==> src/rtl/mem_seq_pkg.sv <==
// Shared types and constants for the memory access sequencer and IR decode.
package mem_seq_pkg;

    localparam int unsigned IR_W  = 32;
    localparam int unsigned CNT_W = 4;

    // IR field bit positions
    localparam int unsigned OP_MSB    = 31;
    localparam int unsigned OP_LSB    = 26;
    localparam int unsigned RS_MSB    = 25;
    localparam int unsigned RS_LSB    = 21;
    localparam int unsigned RT_MSB    = 20;
    localparam int unsigned RT_LSB    = 16;
    localparam int unsigned RD_MSB    = 15;
    localparam int unsigned RD_LSB    = 11;
    localparam int unsigned FUNCT_MSB = 5;
    localparam int unsigned FUNCT_LSB = 0;
    localparam int unsigned IMM_MSB   = 15;
    localparam int unsigned IMM_LSB   = 0;
    localparam int unsigned JADDR_MSB = 25;
    localparam int unsigned JADDR_LSB = 0;

    // Opcodes
    localparam logic [5:0] OP_R   = 6'h00;
    localparam logic [5:0] OP_J   = 6'h02;
    localparam logic [5:0] OP_BEQ = 6'h04;
    localparam logic [5:0] OP_BNE = 6'h05;
    localparam logic [5:0] OP_LUI = 6'h0f;
    localparam logic [5:0] OP_LW  = 6'h23;
    localparam logic [5:0] OP_SW  = 6'h2b;

    // R-type function codes
    localparam logic [5:0] FUNCT_ADD   = 6'h20;
    localparam logic [5:0] FUNCT_SUB   = 6'h22;
    localparam logic [5:0] FUNCT_AND   = 6'h24;
    localparam logic [5:0] FUNCT_XOR   = 6'h26;
    localparam logic [5:0] FUNCT_BREAK = 6'h0d;

    typedef enum logic [2:0] {
        IDLE    = 3'd0,
        RD_WAIT = 3'd1,
        CAPTURE = 3'd2,
        WR      = 3'd3,
        DONE    = 3'd4
    } mem_seq_state_e;

    // Word alignment test on the two low address bits
    function automatic logic addr_misaligned(input logic [1:0] lsb);
        return lsb != 2'b00;
    endfunction

endpackage

==> src/rtl/mem_sequencer_ir_fields.sv <==
// Combinational slicer of the instruction register into its decode fields.
module ir_fields
    import mem_seq_pkg::*;
(
    input  logic [IR_W-1:0] ir_i,
    output logic [5:0]      op_o,
    output logic [4:0]      rs_o,
    output logic [4:0]      rt_o,
    output logic [4:0]      rd_o,
    output logic [5:0]      funct_o,
    output logic [15:0]     imm16_o,
    output logic [25:0]     jaddr_o
);

    assign op_o    = ir_i[OP_MSB:OP_LSB];
    assign rs_o    = ir_i[RS_MSB:RS_LSB];
    assign rt_o    = ir_i[RT_MSB:RT_LSB];
    assign rd_o    = ir_i[RD_MSB:RD_LSB];
    assign funct_o = ir_i[FUNCT_MSB:FUNCT_LSB];
    assign imm16_o = ir_i[IMM_MSB:IMM_LSB];
    assign jaddr_o = ir_i[JADDR_MSB:JADDR_LSB];

endmodule

==> src/rtl/mem_sequencer.sv <==
// Memory access sequencer: accepts one read/write request, holds the address,
// waits out the fixed read latency and captures data into IR or MDR.
// Optional word-alignment check enabled by defining MEM_SEQ_ALIGN_CHECK_EN.
module mem_sequencer
    import mem_seq_pkg::*;
#(
    parameter int unsigned RD_LATENCY = 2,
    parameter int unsigned DATA_W     = 32
) (
    input  logic              Clk,
    input  logic              Reset,
    input  logic              req,
    input  logic              wr,
    input  logic              IorD,
    input  logic              to_mdr,
    input  logic [DATA_W-1:0] PC,
    input  logic [DATA_W-1:0] AluOut,
    input  logic [DATA_W-1:0] WData,
    input  logic [DATA_W-1:0] MemRData,
    output logic [DATA_W-1:0] MemAddr,
    output logic              MemWr,
    output logic [DATA_W-1:0] MemWData,
    output logic              ready,
    output logic              done,
    output logic [IR_W-1:0]   IR,
    output logic [DATA_W-1:0] MDR,
    output logic [5:0]        OP,
    output logic [4:0]        rs,
    output logic [4:0]        rt,
    output logic [4:0]        rd,
    output logic [5:0]        Funct,
    output logic [15:0]       Imm16,
    output logic [25:0]       JAddr
`ifdef MEM_SEQ_ALIGN_CHECK_EN
    ,
    output logic              align_err
`endif
);

    mem_seq_state_e    state_q, state_d;
    logic [CNT_W-1:0]  cnt_q, cnt_d;
    logic [DATA_W-1:0] addr_q, wdata_q, mdr_q;
    logic [IR_W-1:0]   ir_q;
    logic              to_mdr_q;
    logic              memwr_q, memwr_d;
    logic              done_q, done_d;
    logic              ready_q, ready_d;
    logic              accept_c, capture_c, misalign_c;
    logic [DATA_W-1:0] addr_sel_c;

    assign addr_sel_c = IorD ? AluOut : PC;

`ifdef MEM_SEQ_ALIGN_CHECK_EN
    assign misalign_c = addr_misaligned(addr_sel_c[1:0]);
`else
    assign misalign_c = 1'b0;
`endif

    // State register
    always_ff @(posedge Clk) begin
        if (Reset) begin
            state_q <= IDLE;
        end else begin
            state_q <= state_d;
        end
    end

    // Next-state logic
    always_comb begin
        state_d = state_q;
        unique case (state_q)
            IDLE: begin
                if (req) begin
                    if (misalign_c)  state_d = DONE;
                    else if (wr)     state_d = WR;
                    else             state_d = RD_WAIT;
                end
            end
            RD_WAIT: if (cnt_q == '0) state_d = CAPTURE;
            CAPTURE: state_d = DONE;
            WR:      state_d = DONE;
            DONE:    state_d = IDLE;
            default: state_d = IDLE;
        endcase
    end

    // Next values of registered outputs and the latency counter
    always_comb begin
        accept_c  = (state_q == IDLE) && req;
        capture_c = (state_q == CAPTURE);
        ready_d   = (state_d == IDLE);
        done_d    = (state_d == DONE);
        memwr_d   = (state_d == WR);
        cnt_d     = cnt_q;
        if (accept_c) begin
            cnt_d = CNT_W'(RD_LATENCY - 1);
        end else if ((state_q == RD_WAIT) && (cnt_q != '0)) begin
            cnt_d = cnt_q - CNT_W'(1);
        end
    end

    // Address/data latch, capture registers and handshake outputs
    always_ff @(posedge Clk) begin
        if (Reset) begin
            addr_q   <= '0;
            wdata_q  <= '0;
            to_mdr_q <= 1'b0;
            ir_q     <= '0;
            mdr_q    <= '0;
            cnt_q    <= '0;
            memwr_q  <= 1'b0;
            done_q   <= 1'b0;
            ready_q  <= 1'b1;
        end else begin
            cnt_q   <= cnt_d;
            memwr_q <= memwr_d;
            done_q  <= done_d;
            ready_q <= ready_d;
            if (accept_c) begin
                addr_q   <= addr_sel_c;
                wdata_q  <= WData;
                to_mdr_q <= to_mdr;
            end
            if (capture_c) begin
                if (to_mdr_q) mdr_q <= MemRData;
                else          ir_q  <= IR_W'(MemRData);
            end
        end
    end

`ifdef MEM_SEQ_ALIGN_CHECK_EN
    logic align_err_q;

    // Alignment error flag, refreshed at every acceptance
    always_ff @(posedge Clk) begin
        if (Reset) begin
            align_err_q <= 1'b0;
        end else if (accept_c) begin
            align_err_q <= misalign_c;
        end
    end

    assign align_err = align_err_q;
`endif

    assign MemAddr  = addr_q;
    assign MemWData = wdata_q;
    assign MemWr    = memwr_q;
    assign done     = done_q;
    assign ready    = ready_q;
    assign IR       = ir_q;
    assign MDR      = mdr_q;

    ir_fields u_ir_fields (
        .ir_i    (ir_q),
        .op_o    (OP),
        .rs_o    (rs),
        .rt_o    (rt),
        .rd_o    (rd),
        .funct_o (Funct),
        .imm16_o (Imm16),
        .jaddr_o (JAddr)
    );

endmodule

==> config.mk <==
export PLATFORM = sky130hd
export DESIGN_NAME = mem_sequencer
export DESIGN_NICKNAME = d
export VERILOG_FILES = /design/src/rtl/mem_seq_pkg.sv /design/src/rtl/mem_sequencer_ir_fields.sv /design/src/rtl/mem_sequencer.sv
export SDC_FILE = /design/constraint.sdc
export NUM_CORES = 1
export LEC_CHECK = 0
export CAP_MARGIN = 15
export CORE_AREA = 2 2 130 132
export CTS_CLUSTER_DIAMETER = 30
export DETAILED_ROUTE_END_ITERATION = 12
export DIE_AREA = 0 0 132 134
export GPL_ROUTABILITY_DRIVEN = 0
export GPL_TIMING_DRIVEN = 0
export PLACE_DENSITY_LB_ADDON = 0.05
export SLEW_MARGIN = 20
export SYNTH_ARGS = -nofsm -noshare
export SYNTH_HDL_FRONTEND = slang
export SYNTH_SLANG_ARGS = --single-unit
==> constraint.sdc <==
create_clock -name Clk -period 1.8 [get_ports Clk]
set_input_delay 0.27 -clock Clk [delete_from_list [all_inputs] [get_ports Clk]]
set_output_delay 0.27 -clock Clk [all_outputs]
set_load 0.005 [all_outputs]
After elaboration in Yosys (flattened, before gate mapping)

Index checks and enable logic that the tools add are counted.

Add/sub/neg operators: 1
Equality and inequality tests: 5
Muxes and demuxes: 7
Bitwise gates (word level): 1
Reductions and logical operators: 11

Operator list:

| operator              | count |
|---|---|
| $mux W32              | 1 |
| $eq A3 B2 Y1 const B  | 3 |
| $pmux W3 S3           | 1 |
| $logic_not A3 Y1      | 2 |
| $mux W3               | 2 |
| $logic_not A4 Y1      | 1 |
| $reduce_and A2 Y1     | 2 |
| $reduce_bool A4 Y1    | 1 |
| $reduce_or A2 Y1      | 2 |
| $sub A4 B1 Y4 const B | 1 |
| $eq A3 B1 Y1 const B  | 1 |
| $eq A3 B3 Y1 const B  | 1 |
| $logic_and A1 B1 Y1   | 2 |
| $mux W1               | 2 |
| $mux W2               | 1 |
| $reduce_bool A2 Y1    | 1 |
| $not A1 Y1            | 1 |

Flip-flop bits (word level): 139
Input port bits: 134
Output and inout bits: 200
Word-level logic and storage cells: 36

Longest topological paths before layout

Gate-level depths: netlist (run 1).

Word-level depth: 4
Mapped depth: 6
Gate-level depth less buffers: 5

Cells and area by module

A second synthesis (run 1) with hierarchy kept.

Cells, all modules: 681
Area total of the unflattened synthesis: 5746.8 µm²

Modules (own cells, without submodules):

| module        | instances | cells each | area an instance (µm²) | seq. area each (µm²) |
|---|---|---|---|---|
| mem_sequencer | 1         | 612        | 5228.8                 | 2782.7 |
| ir_fields     | 1         | 69         | 518.0                  | 0.0 |

Worst setup path before layout (run 1)

No wires, ideal clock.

Path kind: flip-flop to flip-flop
Start point: register cnt_q[0]
End point: register cnt_q[0]
Setup time: 133 ps
Arrival time: 1383 ps
Required time: 1667 ps
Path slack: 284 ps
Stages on the path, launching flop included: 6
Buffers on the path: 0
Clock period less this slack: 1516 ps
Cell sequence: dfxtp_1 -> inv_1 -> ha_1 -> or3b_2 -> a211oi_1 -> a211oi_2

Word-level cells in the longest chain between the ends: 3
Elaborated cells on any way between the ends: 6
Those cells by class: add/sub (1); mux (2); reduce/logical (3)

RTL lines:

| what                                                | line                                     | text |
|---|---|---|
| start: declaration                                  | mem_sequencer.sv:41                      | `logic [CNT_W-1:0] cnt_q, cnt_d;` |
| start signal: assignment                            | mem_sequencer.sv:115                     | `cnt_q <= cnt_d;` |
| $sub A4 B1 Y4 or $reduce_bool A4 Y1 (tied branches) | mem_sequencer.sv:98, mem_sequencer.sv:97 |  |
| $mux W1 or $logic_and A1 B1 Y1 (tied branches)      | mem_sequencer.sv:97                      | `end else if ((state_q == RD_WAIT) && (cnt_q != '0)) begin` |
| $mux W1 or $reduce_bool A2 Y1 (tied branches)       | --                                       |  |

Parallel ways exist; a longest one is shown, timed or not. The select of a mux whose other input is x is not followed.
A chain may end at the register's enable or synchronous reset.

Worst setup path in the final report (run 1)

Start point: register ir_q[0] (netlist: IR[0])
End point: output port Imm16[0]

RTL lines:

| what                     | line                 | text |
|---|---|---|
| start: declaration       | mem_sequencer.sv:43  | `logic [IR_W-1:0] ir_q;` |
| start signal: assignment | mem_sequencer.sv:126 | `else ir_q <= IR_W'(MemRData);` |
| end: declaration         | mem_sequencer.sv:32  | `output logic [15:0] Imm16,` |

No word-level cell between the ends.

==> impl_results.html, run 1 <==
<table>
<tr><th>Metric</th><th>Value</th></tr>
<tr><th colspan="2">Timing</th></tr>
<tr><td>Ratio of final minimum period to clock period</td><td>95.8%</td></tr>
<tr><td>Maximum clock frequency</td><td>0.580 GHz</td></tr>
<tr><td>Headroom to the max-slew limit</td><td>58.2%</td></tr>
<tr><td>Pins Over Slew Limit</td><td>0</td></tr>
<tr><td>Worst slew pin tran</td><td>628 ps</td></tr>
<tr><td>Clock Skew</td><td>8.51 ps</td></tr>
<tr><td>Final hold violation count</td><td>0</td></tr>
<tr><td>RSZ-0062 raised after global routing</td><td>false</td></tr>
<tr><td>Post-route minimum period</td><td>1720 ps</td></tr>
<tr><td>Min setup slack post-route</td><td>75.8 ps</td></tr>
<tr><td>Final setup violation count</td><td>0</td></tr>
<tr><th colspan="2">Critical path</th></tr>
<tr><td>WP buf/inv</td><td>2</td></tr>
<tr><td>Arrival time of the worst setup path</td><td>1450 ps</td></tr>
<tr><td>Worst Path Required</td><td>1530 ps</td></tr>
<tr><td>Critical path class</td><td>reg -&gt; out</td></tr>
<tr><td>Worst path slowest cell</td><td>clkdlybuf4s50_1</td></tr>
<tr><td>Startpoint type of the worst setup path</td><td>register</td></tr>
<tr><td>Cell depth of the worst flop-to-flop path</td><td>5</td></tr>
<tr><td>Worst Setup End Kind</td><td>primary output</td></tr>
<tr><td>Startpoint of the lowest-slack register-to-register path</td><td>cnt_q[0]</td></tr>
<tr><td>Chain of cells forming the critical path</td><td>buf_4, clkdlybuf4s50_1</td></tr>
<tr><td>Critical Path Fanout Max</td><td>5</td></tr>
<tr><td>Worst R2R Setup Slack</td><td>140 ps</td></tr>
<tr><td>Largest delay contributor family on the critical path</td><td>buffers and inverters</td></tr>
<tr><td>Critical register-to-register path endpoint</td><td>cnt_q[1]</td></tr>
<tr><td>Largest incremental delay on the critical path</td><td>490 ps</td></tr>
<tr><th colspan="2">Drt</th></tr>
<tr><td>WL/cell</td><td>14.4 um</td></tr>
<tr><td>Average vias per placed instance</td><td>4.43</td></tr>
<tr><td>ANT nets after route</td><td>0</td></tr>
<tr><td>Length of the first detailed-routing pass in iterations</td><td>6</td></tr>
<tr><td>Starting DRT DRC Count</td><td>229</td></tr>
<tr><td>Drc violations</td><td>0</td></tr>
<tr><td>Vias after detailed routing</td><td>5600</td></tr>
<tr><td>WL final</td><td>18.2 mm</td></tr>
<tr><th colspan="2">Global route</th></tr>
<tr><td>Vias in the first global route</td><td>5409</td></tr>
<tr><td>First-pass GRT wire length</td><td>28.5 mm</td></tr>
<tr><td>Tot GR Track Use</td><td>20.4%</td></tr>
<tr><td>Antenna violations before repair</td><td>0</td></tr>
<tr><td>Congestion Overflow GR</td><td>0</td></tr>
<tr><td>Largest net degree at the start of global routing</td><td>17</td></tr>
<tr><th colspan="2">Yosys</th></tr>
<tr><td>Post-synthesis sequential area ratio</td><td>48.4%</td></tr>
<tr><td>Ys async rst share</td><td>0%</td></tr>
<tr><td>Flip-flop cell with the highest count after synthesis</td><td>dfxtp_1</td></tr>
<tr><td>Netlist cell types</td><td>27</td></tr>
<tr><td>Synth Instances</td><td>681</td></tr>
<tr><td>Number of synthesized flops with an enable pin</td><td>0</td></tr>
<tr><td>Most frequent cell after synthesis</td><td>nand2_1</td></tr>
<tr><td>Post-Synthesis Mean Instance Area</td><td>8.44 um2</td></tr>
<tr><td>Share of the synthesized area in the top cell type</td><td>48.4%</td></tr>
<tr><td>Synth top area cells</td><td>dfxtp_1 48%, nand2_1 13%, buf_4 9.5%, a21oi_1 8.9%, mux2i_1 5.6%</td></tr>
<tr><td>Synthesized Nets</td><td>816</td></tr>
<tr><td>Library cell occupying the most area in the post-synthesis netlist</td><td>dfxtp_1</td></tr>
<tr><td>Count of warnings emitted by yosys</td><td>0</td></tr>
<tr><td>Post-synthesis instance area</td><td>5750 um2</td></tr>
<tr><td>Post-synthesis sequential element count</td><td>139</td></tr>
<tr><td>Most common library cells after synthesis</td><td>195 x nand2_1, 139 x dfxtp_1, 102 x a21oi_1</td></tr>
<tr><th colspan="2">CTS</th></tr>
<tr><td>CTS H-Tree Depth</td><td>4</td></tr>
<tr><td>Clock transition at the registers of the reported paths</td><td>60 ps</td></tr>
<tr><td>Number of CTS-inserted buffers</td><td>17</td></tr>
<tr><td>Hold-fix buffer count after cts</td><td>0</td></tr>
<tr><td>Clock net sink count</td><td>139</td></tr>
<tr><td>Latest clock arrival within the worst-skew pair</td><td>420 ps</td></tr>
<tr><td>Number of buffers added for setup after CTS</td><td>0</td></tr>
<tr><td>CTS Buffer Depth</td><td>2</td></tr>
<tr><td>TritonCTS clock tree</td><td>done</td></tr>
<tr><td>Clock root buffer</td><td>clkbuf_16</td></tr>
<tr><th colspan="2">Worst hold path</th></tr>
<tr><td>Startpoint of the lowest-slack hold path</td><td>IorD</td></tr>
<tr><td>End of the worst hold path</td><td>MemAddr[6]</td></tr>
<tr><td>Number of cells on the worst hold path</td><td>3</td></tr>
<tr><td>Class of the tightest hold or removal check</td><td>in -&gt; reg</td></tr>
<tr><th colspan="2">Finish</th></tr>
<tr><td>Ratio of cells with drive above 1 in the final layout</td><td>13.4%</td></tr>
<tr><td>Post-route cell area</td><td>9940 um2</td></tr>
<tr><td>Synthesis-to-finish area growth</td><td>73.0%</td></tr>
<tr><td>Post-layout utilization of the core</td><td>61.0%</td></tr>
<tr><td>Net count, final</td><td>1166</td></tr>
<tr><th colspan="2">Outcome</th></tr>
<tr><td>Result of the run</td><td>completed</td></tr>
<tr><th colspan="2">Floorplanning</th></tr>
<tr><td># IOs</td><td>334</td></tr>
<tr><td>DIE WIDTH</td><td>132 um</td></tr>
<tr><td>Initial core utilization</td><td>35.3%</td></tr>
<tr><td>Core Area</td><td>16300 um2</td></tr>
<tr><td>Placement row count</td><td>47</td></tr>
<tr><td>DIE HEIGHT</td><td>134 um</td></tr>
<tr><td>Die ar.</td><td>17700 um2</td></tr>
<tr><th colspan="2">Power and ir drop</th></tr>
<tr><td>Leakage power summed over all cells</td><td>3.81 nW</td></tr>
<tr><td>Worst-case vdd ir drop</td><td>0.629 mV</td></tr>
<tr><td>Power per cell area</td><td>866 nW/um2</td></tr>
<tr><th colspan="2">Job</th></tr>
<tr><td>Number of max-cap violations</td><td>0</td></tr>
<tr><th colspan="2">Place</th></tr>
<tr><td>Buffers on Ports</td><td>331</td></tr>
<tr><td>Worst setup slack after placement</td><td>-73.6 ps</td></tr>
<tr><td>DP Wirelength</td><td>14.1 mm</td></tr>
<tr><td>Placed inst area</td><td>9340 um2</td></tr>
</table>
layout make-up:
type / count / area (um2)
multi-input cells: 420 / 2150
fillers: 1531 / 6350
inverters: 2 / 7.51
well taps: 220 / 275
diodes: 1 / 2.50
clock buffers: 20 / 457
flip-flops and latches: 139 / 2780
plain buffers: 120 / 805
clock inverters: 12 / 146
repair buffers: 331 / 3310
how the worst max path moves through the flow:
| stage | from | to | slack [ps] | cells after the start |
|---|---|---|---|---|
| global placement | req | MemWData[12] | 0.9 | 6 |
| floorplan | cnt_q[0] | cnt_q[0] | 280 | 5 |
| CTS | IR[0] | Imm16[0] | 40 | 2 |
| detailed placement | req | MemAddr[4] | -70 | 6 |
| finish | IR[0] | Imm16[0] | 80 | 2 |
| global route | IR[14] | Imm16[14] | 20 | 2 |
per-layer routing:
layer / up-vias / part of all wire [%] / GRT usage [%] / wire, um
met3: 21 / 9.4 / 8.28 / 1710
met4: 0 / 1.6 / 6.52 / 282
met2: 209 / 51 / 37.0 / 9250
met1: 2475 / 38 / 21.5 / 6950
met5: - / 0 / 0 / 0
li1: 2895 / - / - / -
worst reg2reg max path, cell delays in order, from the launching register on:
cell and delay (ps):
dfxtp_1 340, inv_1 70, ha_1 210, or3b_2 530, and2_1 210, a211oi_1 220
report_power, final:
part           switching, mW  internal [mW]
logic                  0.647           1.02
registers              0.128           3.28
clock network           1.29           2.24
total                   2.07           6.54
flip-flops by register name, summed over array words and instances, names as in the netlist:
name / cells
IR: 32
MDR: 32
MemAddr: 32
MemWData: 32
cnt_q: 4
state_q: 3
MemWr: 1
done: 1
ready: 1
to_mdr_q: 1
placed cells by master (no fill, tap or decap):
cell and n:
nor3b_2 1, mux2i_1 32, buf_2 21, a211oi_1 34, nor4bb_1 1, clkdlybuf4s50_1 331
nand4bb_1 1, nand2_1 195, ha_1 1, nor3b_1 2, diode_2 1, clkbuf_8 2
or3b_2 1, a21bo_2 2, or3_1 1, or4b_1 2, nand3_1 1, clkinv_2 5
clkbuf_1 19, nand4b_1 2, buf_4 73, nand2b_1 1, inv_1 2, bufinv_16 3
a211oi_2 1, clkinv_4 1, a21oi_1 102, buf_6 7, clkbuf_16 17, nor2_1 35
nor4b_2 2, and2_1 1, clkbuf_2 1, clkinvlp_4 3, nor3_1 2, dfxtp_1 139
stage by stage:
step	instances	hold slack, ps	setup TNS, ps	power [mW]
finish	1265	324	0	8.61
global route	1264	380	0	8.98
CTS	1264	323	0	8.69
detailed placement	1232	446	-747	5.16
global placement	1232	441	0	5.15
floorplan	681	406	0	4.15
cells by family (layout without fill, tap and decap cells):
logic type / Yosys count / in the layout / share of synthesized area [%]
buffers and inverters: 122 / 485 / 14.1
adder cells (fa/ha/maj): 1 / 1 / 0.218
multiplexers: 32 / 32 / 5.57
AND/OR/NAND/NOR: 248 / 248 / 17.8
flip-flops: 139 / 139 / 48.4
AO/OA/AOI/OAI: 139 / 139 / 13.9
other: 0 / 1 / 0
what timing repair did:
action,in CTS,in global routing
endpoints found under the hold margin,0,0
endpoints found under the setup margin,0,3
gates resized for setup,0,2
(Power assumes the default switching activity.)
==> run 2, diff against run 1 <==
--- a/config.mk
+++ b/config.mk
@@ -12,6 +12,7 @@
 export DIE_AREA = 0 0 132 134
 export GPL_ROUTABILITY_DRIVEN = 0
 export GPL_TIMING_DRIVEN = 0
+export MAX_ROUTING_LAYER = met4
 export PLACE_DENSITY_LB_ADDON = 0.05
 export SLEW_MARGIN = 20
 export SYNTH_ARGS = -nofsm -noshare
==> impl_results.html, run 2 (same netlist as run 1, synthesis figures left out) <==
<table>
<tr><th>Metric</th><th>Value</th></tr>
<tr><th colspan="2">Drt</th></tr>
<tr><td>Vias after detailed routing</td><td>5578 (-0.39%)</td></tr>
<tr><td>ANT nets after route</td><td>0 (unchanged)</td></tr>
<tr><td>Average vias per placed instance</td><td>4.41 (-0.39%)</td></tr>
<tr><td>Drc violations</td><td>0 (unchanged)</td></tr>
<tr><td>Starting DRT DRC Count</td><td>209 (-8.7%)</td></tr>
<tr><td>WL final</td><td>18.2 mm (about the same)</td></tr>
<tr><td>Length of the first detailed-routing pass in iterations</td><td>4 (-2)</td></tr>
<tr><td>WL/cell</td><td>14.4 um (about the same)</td></tr>
<tr><th colspan="2">Global route</th></tr>
<tr><td>Antenna violations before repair</td><td>0 (unchanged)</td></tr>
<tr><td>Congestion Overflow GR</td><td>0 (unchanged)</td></tr>
<tr><td>Tot GR Track Use</td><td>21.0% (+0.64 points)</td></tr>
<tr><td>Vias in the first global route</td><td>5413 (+0.074%)</td></tr>
<tr><td>Largest net degree at the start of global routing</td><td>17 (unchanged)</td></tr>
<tr><td>First-pass GRT wire length</td><td>28.5 mm (about the same)</td></tr>
<tr><th colspan="2">CTS</th></tr>
<tr><td>Count of instances resized after the clock tree is built</td><td>0 (unchanged)</td></tr>
<tr><td>TritonCTS clock tree</td><td>done</td></tr>
<tr><td>Number of buffers added for setup after CTS</td><td>0 (unchanged)</td></tr>
<tr><td>Clock root buffer</td><td>clkbuf_16</td></tr>
<tr><td>Hold-fix buffer count after cts</td><td>0 (unchanged)</td></tr>
<tr><td>CTS H-Tree Depth</td><td>4 (unchanged)</td></tr>
<tr><td>Clock transition at the registers of the reported paths</td><td>60 ps (about the same)</td></tr>
<tr><td>CTS Buffer Depth</td><td>2 (unchanged)</td></tr>
<tr><td>Latest clock arrival within the worst-skew pair</td><td>420 ps (about the same)</td></tr>
<tr><td>Number of CTS-inserted buffers</td><td>17 (unchanged)</td></tr>
<tr><td>Clock net sink count</td><td>139 (unchanged)</td></tr>
<tr><th colspan="2">Finish</th></tr>
<tr><td>Area occupied by multi-input gates</td><td>2150 um2 (unchanged)</td></tr>
<tr><td>Ratio of cells with drive above 1 in the final layout</td><td>13.4% (unchanged)</td></tr>
<tr><td>FF+latch area</td><td>2780 um2 (unchanged)</td></tr>
<tr><td>Net count, final</td><td>1166 (unchanged)</td></tr>
<tr><td>Commonest non-fill, non-tap cells in the layout</td><td>331 x clkdlybuf4s50_1, 195 x nand2_1, 139 x dfxtp_1</td></tr>
<tr><td>Post-route cell area</td><td>9940 um2 (unchanged)</td></tr>
<tr><td>Post-layout utilization of the core</td><td>61.0% (unchanged)</td></tr>
<tr><td>Filler Cells Inserted</td><td>1531 (unchanged)</td></tr>
<tr><td>Most common cell after layout, fill and taps aside</td><td>clkdlybuf4s50_1</td></tr>
<tr><td>Synthesis-to-finish area growth</td><td>73.0% (unchanged)</td></tr>
<tr><th colspan="2">Place</th></tr>
<tr><td>Placed inst area</td><td>9340 um2 (unchanged)</td></tr>
<tr><td>Buffers on Ports</td><td>331 (unchanged)</td></tr>
<tr><td>DP Wirelength</td><td>14.1 mm (unchanged)</td></tr>
<tr><td>Worst setup slack after placement</td><td>-73.6 ps (unchanged)</td></tr>
<tr><th colspan="2">Power and ir drop</th></tr>
<tr><td>Power Total</td><td>8.61 mW (about the same)</td></tr>
<tr><td>Power per cell area</td><td>866 nW/um2 (about the same)</td></tr>
<tr><td>Leakage power summed over all cells</td><td>3.81 nW (unchanged)</td></tr>
<tr><td>Worst-case vdd ir drop</td><td>0.623 mV (-0.95%)</td></tr>
<tr><th colspan="2">Timing</th></tr>
<tr><td>Ratio of final minimum period to clock period</td><td>95.3% (-0.45 points)</td></tr>
<tr><td>Clock Skew</td><td>9.73 ps (+1.22 ps)</td></tr>
<tr><td>Pins Over Slew Limit</td><td>0 (unchanged)</td></tr>
<tr><td>Final setup violation count</td><td>0 (unchanged)</td></tr>
<tr><td>Worst slew pin tran</td><td>633 ps (+5.68 ps)</td></tr>
<tr><td>RSZ-0062 raised after global routing</td><td>false</td></tr>
<tr><td>Maximum clock frequency</td><td>0.583 GHz (+0.47%)</td></tr>
<tr><td>Min setup slack post-route</td><td>83.9 ps (+8.07 ps)</td></tr>
<tr><td>Setup TNS</td><td>0 ps (unchanged)</td></tr>
<tr><td>Final hold violation count</td><td>0 (unchanged)</td></tr>
<tr><td>Post-route minimum period</td><td>1720 ps (-8.07 ps)</td></tr>
<tr><td>Headroom to the max-slew limit</td><td>57.8% (-0.38 points)</td></tr>
<tr><th colspan="2">Floorplanning</th></tr>
<tr><td># IOs</td><td>334 (unchanged)</td></tr>
<tr><td>Initial core utilization</td><td>35.3% (unchanged)</td></tr>
<tr><td>Die ar.</td><td>17700 um2 (unchanged)</td></tr>
<tr><td>Core Area</td><td>16300 um2 (unchanged)</td></tr>
<tr><td>DIE HEIGHT</td><td>134 um (unchanged)</td></tr>
<tr><td>Placement row count</td><td>47 (unchanged)</td></tr>
<tr><td>DIE WIDTH</td><td>132 um (unchanged)</td></tr>
<tr><th colspan="2">Critical path</th></tr>
<tr><td>Critical path class</td><td>reg -&gt; out</td></tr>
<tr><td>Startpoint type of the worst setup path</td><td>register</td></tr>
<tr><td>Critical Path Fanout Max</td><td>5 (unchanged)</td></tr>
<tr><td>Worst Setup End Kind</td><td>primary output</td></tr>
<tr><td>Arrival time of the worst setup path</td><td>1450 ps (about the same)</td></tr>
<tr><td>Worst Path Required</td><td>1530 ps (about the same)</td></tr>
<tr><th colspan="2">Worst hold path</th></tr>
<tr><td>Class of the tightest hold or removal check</td><td>in -&gt; reg</td></tr>
<tr><th colspan="2">Outcome</th></tr>
<tr><td>Result of the run</td><td>completed</td></tr>
<tr><th colspan="2">Job</th></tr>
<tr><td>Number of max-cap violations</td><td>0 (unchanged)</td></tr>
</table>
[run 2: power breakdown]
part	internal (mW)	switching, mW
registers	3.28	0.127
clock network	2.24	1.29
logic	1.02	0.648
[run 2: metrics by stage]
stage,hold slack (ps),instances
2_1_floorplan,406,681
3_3_place_gp,441,1232
3_5_place_dp,446,1232
4_1_cts,323,1264
5_1_grt,380,1264
6_report,324,1265
[run 2: worst paths after layout]
kind | from | end | slack, ps | cells past startpoint
worst max-delay path | IR[0] | Imm16[0] | 80 | 2
worst min-delay path | IorD | MemAddr[6] | 320 | 3
worst max register to register | cnt_q[0] | cnt_q[1] | 140 | 5
worst min register to register | MDR[13] | MDR[13] | 450 | 2
[run 2: layout make-up]
cell class / count / share of cell area (%)
buffer: 120 / 8.09
multi-input combinational: 420 / 21.7
antenna: 1 / 0.0252
tap: 220 / 2.77
clock inverter: 12 / 1.47
timing repair buffer: 331 / 33.3
sequential: 139 / 28.0
inverter: 2 / 0.0755
clock buffer: 20 / 4.59
[run 2: metal layers]
| layer | GRT usage (%) | vias up | wire length, um |
|---|---|---|---|
| li1 | - | 2893 | - |
| met1 | 22.0 | 2459 | 7070 |
| met2 | 37.0 | 207 | 9240 |
| met3 | 7.60 | 19 | 1600 |
| met4 | 6.52 | 0 | 295 |
| met5 | - | - | 0 |
[run 2: critical path, cell delays in order, from the launching register on]
cell,delay [ps]
dfxtp_1,410
buf_4,140
clkdlybuf4s50_1,490
